<file path="src/rtl/row_clear_scanner.sv">
`timescale 1ns/1ps
`default_nettype none
// ============================================================================
// Module      : row_clear_scanner
// Description : Requests each playfield row bottom-up, flags rows with no
//               background cell and reports a full-row mask and count.
// Revision    : 1.0  initial release
// ============================================================================
module row_clear_scanner #(
    parameter int          NUM_ROWS = 20,
    parameter logic [15:0] BG_COLOR = 16'h000f,
    parameter int          TIMEOUT  = 1023
) (
    input  logic                            clk,
    input  logic                            reset,
    input  logic                            start,
    input  logic                            row_ready,
    input  logic [9:0][15:0]                read_reg,
    output logic                            row_ld,
    output logic [7:0]                      row,
    output logic                            busy,
    output logic                            done,
    output logic [NUM_ROWS-1:0]             full_mask,
    output logic [$clog2(NUM_ROWS+1)-1:0]   full_count,
    output logic                            timeout_err
);

    localparam int CNT_W  = $clog2(NUM_ROWS + 1);
    localparam int WAIT_W = $clog2(TIMEOUT + 1);

    typedef enum logic [2:0] {
        ST_IDLE  = 3'd0,
        ST_REQ   = 3'd1,
        ST_CHECK = 3'd2,
        ST_NEXT  = 3'd3,
        ST_DONE  = 3'd4
    } state_t;

    state_t                r_state;
    logic [9:0][15:0]      r_cells;
    logic [WAIT_W-1:0]     r_wait_cnt;
    logic                  w_row_full;
    logic [NUM_ROWS-1:0]   w_row_bit;

    // Dropped in the row_ready cycle so the read path never sees a second launch.
    assign row_ld = (r_state == ST_REQ) && !row_ready;

    always_comb begin
        w_row_full = 1'b1;
        for (int i = 0; i < 10; i++) begin
            if (r_cells[i] == BG_COLOR) begin
                w_row_full = 1'b0;
            end
        end
    end

    assign w_row_bit = NUM_ROWS'(1) << row;

    always_ff @(posedge clk or negedge reset) begin
        if (!reset) begin
            r_state     <= ST_IDLE;
            r_cells     <= '0;
            r_wait_cnt  <= '0;
            row         <= '0;
            busy        <= 1'b0;
            done        <= 1'b0;
            full_mask   <= '0;
            full_count  <= '0;
            timeout_err <= 1'b0;
        end else begin
            done <= 1'b0;
            case (r_state)
                ST_IDLE: begin
                    if (start) begin
                        full_mask   <= '0;
                        full_count  <= '0;
                        timeout_err <= 1'b0;
                        row         <= 8'(NUM_ROWS - 1);
                        r_wait_cnt  <= '0;
                        busy        <= 1'b1;
                        r_state     <= ST_REQ;
                    end
                end
                ST_REQ: begin
                    if (row_ready) begin
                        r_cells <= read_reg;
                        r_state <= ST_CHECK;
                    end else if (r_wait_cnt == WAIT_W'(TIMEOUT)) begin
                        timeout_err <= 1'b1;
                        r_state     <= ST_NEXT;
                    end else begin
                        r_wait_cnt <= r_wait_cnt + 1'b1;
                    end
                end
                ST_CHECK: begin
                    if (w_row_full) begin
                        full_mask <= full_mask | w_row_bit;
                        if (full_count < CNT_W'(NUM_ROWS)) begin
                            full_count <= full_count + 1'b1;
                        end
                    end
                    r_state <= ST_NEXT;
                end
                ST_NEXT: begin
                    r_wait_cnt <= '0;
                    if (row == 8'd0) begin
                        // done/busy flip on entry so they are visible during the DONE state
                        done    <= 1'b1;
                        busy    <= 1'b0;
                        r_state <= ST_DONE;
                    end else begin
                        row     <= row - 1'b1;
                        r_state <= ST_REQ;
                    end
                end
                ST_DONE: begin
                    r_state <= ST_IDLE;
                end
                default: begin
                    r_state <= ST_IDLE;
                end
            endcase
        end
    end

endmodule
`default_nettype wire
</file>
<file path="config.mk">
export PLATFORM = sky130hd
export DESIGN_NAME = row_clear_scanner
export DESIGN_NICKNAME = d
export VERILOG_FILES = /design/src/rtl/row_clear_scanner.sv
export SDC_FILE = /design/constraint.sdc
export NUM_CORES = 1
export LEC_CHECK = 0
export CAP_MARGIN = 20
export CELL_PAD_IN_SITES_DETAIL_PLACEMENT = 0
export CELL_PAD_IN_SITES_GLOBAL_PLACEMENT = 2
export CORE_MARGIN = 3
export CORE_UTILIZATION = 38
export DETAILED_ROUTE_END_ITERATION = 7
export DONT_BUFFER_PORTS = 1
export PLACE_DENSITY = 0.72
export SETUP_SLACK_MARGIN = 0.2
export SYNTH_ARGS = -nofsm -noshare
export SYNTH_HDL_FRONTEND = slang
export SYNTH_SLANG_ARGS = --single-unit
</file>
<file path="constraint.sdc">
create_clock -name clk -period 2.1 [get_ports clk]
set_clock_uncertainty 0.1 [all_clocks]
set_input_delay 0.42 -clock clk [delete_from_list [all_inputs] [get_ports clk]]
set_output_delay 0.42 -clock clk [all_outputs]
set_load 0.01 [all_outputs]
</file>
# ---- After elaboration in Yosys (flattened, before gate mapping)
# Cells that the tools add are included.
dict set report word_totals {
  input_bits 164
  ramBits 0
  rom_bits 0
  n_memories 0
  latch_bits 0
  out_inout_bits 37
  wordCells 101
  register_bits 209
}
dict set report op_classes {
  eq_ne 23
  mux 38
  n_shift 1
  n_bitwise 1
  add_sub_neg 3
  reduce_logical 16
  n_div 0
  multipliers 0
  order_cmp 1
}
# op count
set op_table {}
lappend op_table {{16-bit by 4-bit == test with 1-bit output, second input constant} 10}
lappend op_table {{20-bit two-way mux} 2}
lappend op_table {{20-bit case mux with 2 select lines} 1}
lappend op_table {{10-bit two-way mux} 3}
lappend op_table {{10-bit case mux with 3 select lines} 1}
lappend op_table {{20-bit bitwise OR} 1}
lappend op_table {{1-bit by 8-bit << shifter with 20-bit output, first input constant} 1}
lappend op_table {{1-bit two-way mux} 17}
lappend op_table {{8-bit two-way mux} 2}
lappend op_table {{8-bit case mux with 2 select lines} 1}
lappend op_table {{5-bit two-way mux} 3}
lappend op_table {{2-bit != test, second input constant} 7}
lappend op_table {{3-bit two-way mux} 4}
lappend op_table {{3-bit case mux with 4 select lines} 1}
lappend op_table {{4-bit AND reduction} 3}
lappend op_table {{10-bit by 1-bit adder with 10-bit output, second input constant} 1}
lappend op_table {{10-bit == test, second input constant} 1}
lappend op_table {{5-bit case mux with 2 select lines} 1}
lappend op_table {{3-bit AND reduction} 3}
lappend op_table {{8-bit logical NOT} 1}
lappend op_table {{8-bit by 1-bit subtractor with 8-bit output, second input constant} 1}
lappend op_table {{3-bit by 2-bit == test with 1-bit output, second input constant} 2}
lappend op_table {{2-bit nonzero test} 3}
lappend op_table {{5-bit by 1-bit adder with 5-bit output, second input constant} 1}
lappend op_table {{10 further kinds} 12}

# ---- Logic depth before layout (Yosys ltp)
dict set report logic_depth {
  ltp_word 13
  depth_mapped 8
  ltp_nobuf 7
}

# ---- Least setup slack after synthesis
# OpenSTA, ideal clock, no wires.
dict set report synth_timing {
  path_type {reg2reg}
  from {register r_cells[80] in the netlist's numbering}
  to {register full_mask[12]}
  slack_ps 25
  path_buffers 1
  path_stages_with_launch 8
  setup_time_ps 103
  period_less_slack_ps 2075
  required_ps 1897
  t_arrival_ps 1872
  cell_sequence {dfrtp_1 -> and4b_1 -> nand4_1 -> nand4_1 -> or4_4 -> or2_4 -> buf_6 -> o41ai_2}
}
dict set report synth_via {
  elab_chain_cells 8
}
# item line_no
set synth_lines {}
lappend synth_lines {{from (decl)} 40} ;# logic [9:0][15:0] r_cells;
lappend synth_lines {{from (signal assigned)} 86} ;# r_cells <= read_reg;
lappend synth_lines {{16-bit by 4-bit == test with 1-bit output} 51} ;# if (r_cells[i] == BG_COLOR) begin
lappend synth_lines {{1-bit two-way mux (5 in a row)} 51}
lappend synth_lines {{2-bit != test (no source line)} -}
lappend synth_lines {{3-bit AND reduction (no source line)} -}
lappend synth_lines {{to (signal assigned)} 97} ;# full_mask <= full_mask | w_row_bit;
lappend synth_lines {{to (decl)} 23} ;# output logic [NUM_ROWS-1:0] full_mask,
# No other way between the ends.
# A chain may end at the register's enable or synchronous reset.

# ---- Worst setup path in the final report
dict set report layout_timing {
  from {register r_cells[34] in the netlist's numbering}
  to {register full_mask[8]}
}
dict set report layout_via {
  elab_chain_cells 11
}
# item line_no
set layout_lines {}
lappend layout_lines {{16-bit by 4-bit == test with 1-bit output} 51}
lappend layout_lines {{1-bit two-way mux (8 in a row)} 51}
lappend layout_lines {{2-bit != test (no source line)} -}
lappend layout_lines {{3-bit AND reduction (no source line)} -}
# No other way between the ends.

==> results.yml <==
grt:
  antenna_found_initial: 4
  grt_pass1_vias: 7196
  grt_max_degree: 210
  grt_use_total_pct: 20.1
  grt_pass1_wl_mm: 39.5
  gr-total-overflow: 0
sta:
  rsz0062_at_grt: "yes"
  hold_viol: 209
  min_period_ns: 2.19
  finalWorstSetupSlack_ns: -0.0872
  max_slew_margin_pct: 68.3
  tightest_slew_ns: 0.469
  min_period_over_period_pct: 104
  setup_viol: 27
  holdWs_ns: -0.495
  fmax_mhz: 457
  maxSlewViolCount: 0
yosys:
  synth-seq-cells: 209
  synth_ff_type: "dfrtp_1"
  synth_nets: 810
  ys_types: 47
  synth_largest_area_cell: "dfrtp_1"
  synth_edf_count: 0
  syn_avg_cell_area_um2: 13.6
  netlist_instances: 642
  synth_area_leaders: "dfrtp_1 (60%), mux2_2 (21%), nand2_1 (2.2%)"
  seq_area_frac_synth_pct: 60.1
  syn_area_um2: 8700
  synth_common_cells: "dfrtp_1 (209), mux2_2 (160), nand2_1 (51)"
  yosysMostFrequentCell: "dfrtp_1"
  synth_top_area_share_pct: 60.1
  synthArstFlopShare_pct: 100
  yosys_warnings: 0
worst_setup_path:
  cp.arrival_ns: 2.49
  path_cells: "and4b_1, nand4_1, nand3_2, or4_4, or2_4, o41ai_2"
  critPathMaxFanout: 5
  endpoint_kind: "flip-flop"
  crit_slowest_cell: "or4_4"
  critPathMaxStageDelay_ns: 0.59
  cp.required_ns: 2.40
  start_kind: "flip-flop"
  crit_type: "reg -> reg"
  critPathBufInv: 0
  critPathTopFamily: "simple AND/OR/NAND/NOR gates"
cts:
  cts_tree: "yes"
  cts.clk_slew.worst_paths_ns: 0.06
  cts-root-buf: "clkbuf_16"
  clock_latency_ns: 0.50
  h-tree-depth: 1
  holdBufCountCts: 160
  clkSinkCount: 209
  cts_made_buffers: 24
  clockBufferDepth: 3
layout:
  instances_no_fill: 1198
  fin_nets: 1063
  fill_cells: 1619
  drive_above_1_share_pct: 38.4
  seq_area_um2: 5230
  syn_to_final_growth_pct: 55.7
  final_area_um2: 13600
  multi_input_area_um2: 4130
  utilization_pct: 61.2
floorplanning:
  start_util_pct: 39.3
  dieWidth_um: 157
  die_h_um: 157
  io_pins: 201
  rows: 54
  core-area_um2: 22200
  dieArea_um2: 24800
place:
  pre_cts_slack_ns: -0.188
  portBuffers: 0
  place.gp.congestion: 0.762
  dp_hpwl_mm: 14.1
  dp_cells: 922
  dpl_cell_area_um2: 9190
power:
  swShare_pct: 29.6
  combPwrFrac_pct: 40.2
  p_leak_nw: 6.01
  peakVddDrop_mv: 0.899
  power_per_cell_area_nw_per_um2: 1370
  cell_internal_pwr_w: 0.0131
  pwr-share-clk_pct: 22.6
  p_seq_share_pct: 37.3
  p_sw_w: 0.00551
route:
  routed_wl_mm: 26.5
  antenna_left: 0
  drt_iter0_markers: 386
  vias: 6440
  drc_errors: 0
  vias_per_cell: 5.38
  wl_per_cell_um: 22.1
  first_pass_iters: 4
outcome:
  status: "finished with violations"
  failed_checks: "hold timing, setup timing"
hold_path:
  min_path_type: "in -> async"
job:
  maxCapViolations: 0
==> state kept, by name, summed over array words and instances, names as in the netlist <==
register     flops
r_cells        160
full_mask       20
r_wait_cnt      10
row              8
full_count       5
r_state          3
busy             1
done             1
timeout_err      1
==> power groups by stage <==
stage / registers, W / clock network (W) / logic (W)
after floorplan: 0.00646 / 0 / 0.00320
after global placement: 0.00668 / 0 / 0.00377
after detailed placement: 0.00682 / 0 / 0.00396
after CTS: 0.00680 / 0.00427 / 0.00669
after global routing: 0.00712 / 0.00448 / 0.00793
final: 0.00695 / 0.00420 / 0.00748
==> cells by family after synthesis <==
kind of cell	count (synthesis)	synth area share, %
AO/OA/AOI/OAI	59	4.72
XOR/XNOR	4	0.403
adder cells (fa/ha/maj)	4	0.575
buffers and inverters	36	2.11
flip-flops	209	60.1
multiplexers	164	21.2
AND/OR/NAND/NOR	166	10.9
==> final timing paths <==
kind	slack, ns	cells after the start	startpoint	to
max	-0.09	6	r_cells[34]	full_mask[8]
min	-0.50	0	reset	r_cells[27]
max reg2reg	-0.09	6	r_cells[34]	full_mask[8]
min reg2reg	0.41	1	r_cells[38]	r_cells[38]
max in group asynchronous	2.14	0	reset	r_cells[110]
min in group clk	0.08	3	row_ready	r_state[0]
==> per-stage QoR <==
step	TNS [ns]	total power, W	hold WS, ns
2_1_floorplan	0	0.00966	0.0244
3_3_place_gp	-2.33	0.0104	0.0306
3_5_place_dp	-3.30	0.0108	0.0295
4_1_cts	-1.50	0.0178	-0.520
6_report	-1.26	0.0186	-0.495
5_1_grt	-5.45	0.0195	-0.528
==> what timing repair did <==
item                                    in CTS  in global routing
setup buffers                               35                  8
resized for setup                          205                 55
hold endpoints to repair                   369                209
endpoints found under the setup margin     203                204
pin swaps                                   26                 23
gates cloned                                15                  9
==> cell usage in the layout (no fill, tap or decap), types with 10 or more instances in the layout <==
| master | Yosys | layout |
|---|---|---|
| nor2_1 | 18 | 17 |
| buf_6 | 3 | 24 |
| buf_16 | 0 | 15 |
| nand4_1 | 11 | 11 |
| dlygate4sd3_1 | 0 | 160 |
| nor4_1 | 23 | 19 |
| and4b_1 | 10 | 10 |
| buf_12 | 0 | 11 |
| mux2_2 | 160 | 13 |
| buf_4 | 1 | 30 |
| nand2_1 | 51 | 48 |
| o31ai_2 | 0 | 10 |
| mux2_4 | 0 | 147 |
| dfrtp_1 | 209 | 207 |
| nand3_1 | 11 | 11 |
| clkbuf_16 | 0 | 31 |
==> worst register-to-register path, cell delays in order (launching register included) <==
cell	delay [ns]
dfrtp_1	0.37
and4b_1	0.21
nand4_1	0.20
nand3_2	0.09
or4_4	0.59
or2_4	0.31
o41ai_2	0.21
==> metal layers <==
metal	track usage, %	vias up	wire, um
met2	34.7	203	13300
met5	0	-	0
met1	24.8	3307	11000
met3	5.00	50	1390
li1	-	2880	-
met4	6.49	0	758
==> cell type report <==
class	instances	share of cell area [%]
flip-flops and latches	209	38.6
multi-input cells	400	30.5
repair buffers	254	22.1
clock buffers	35	5.34
well taps	280	2.58
clock inverters	9	0.591
inverters	6	0.166
diodes	5	0.0923
Note: power is estimated with default switching activity, not from simulation.
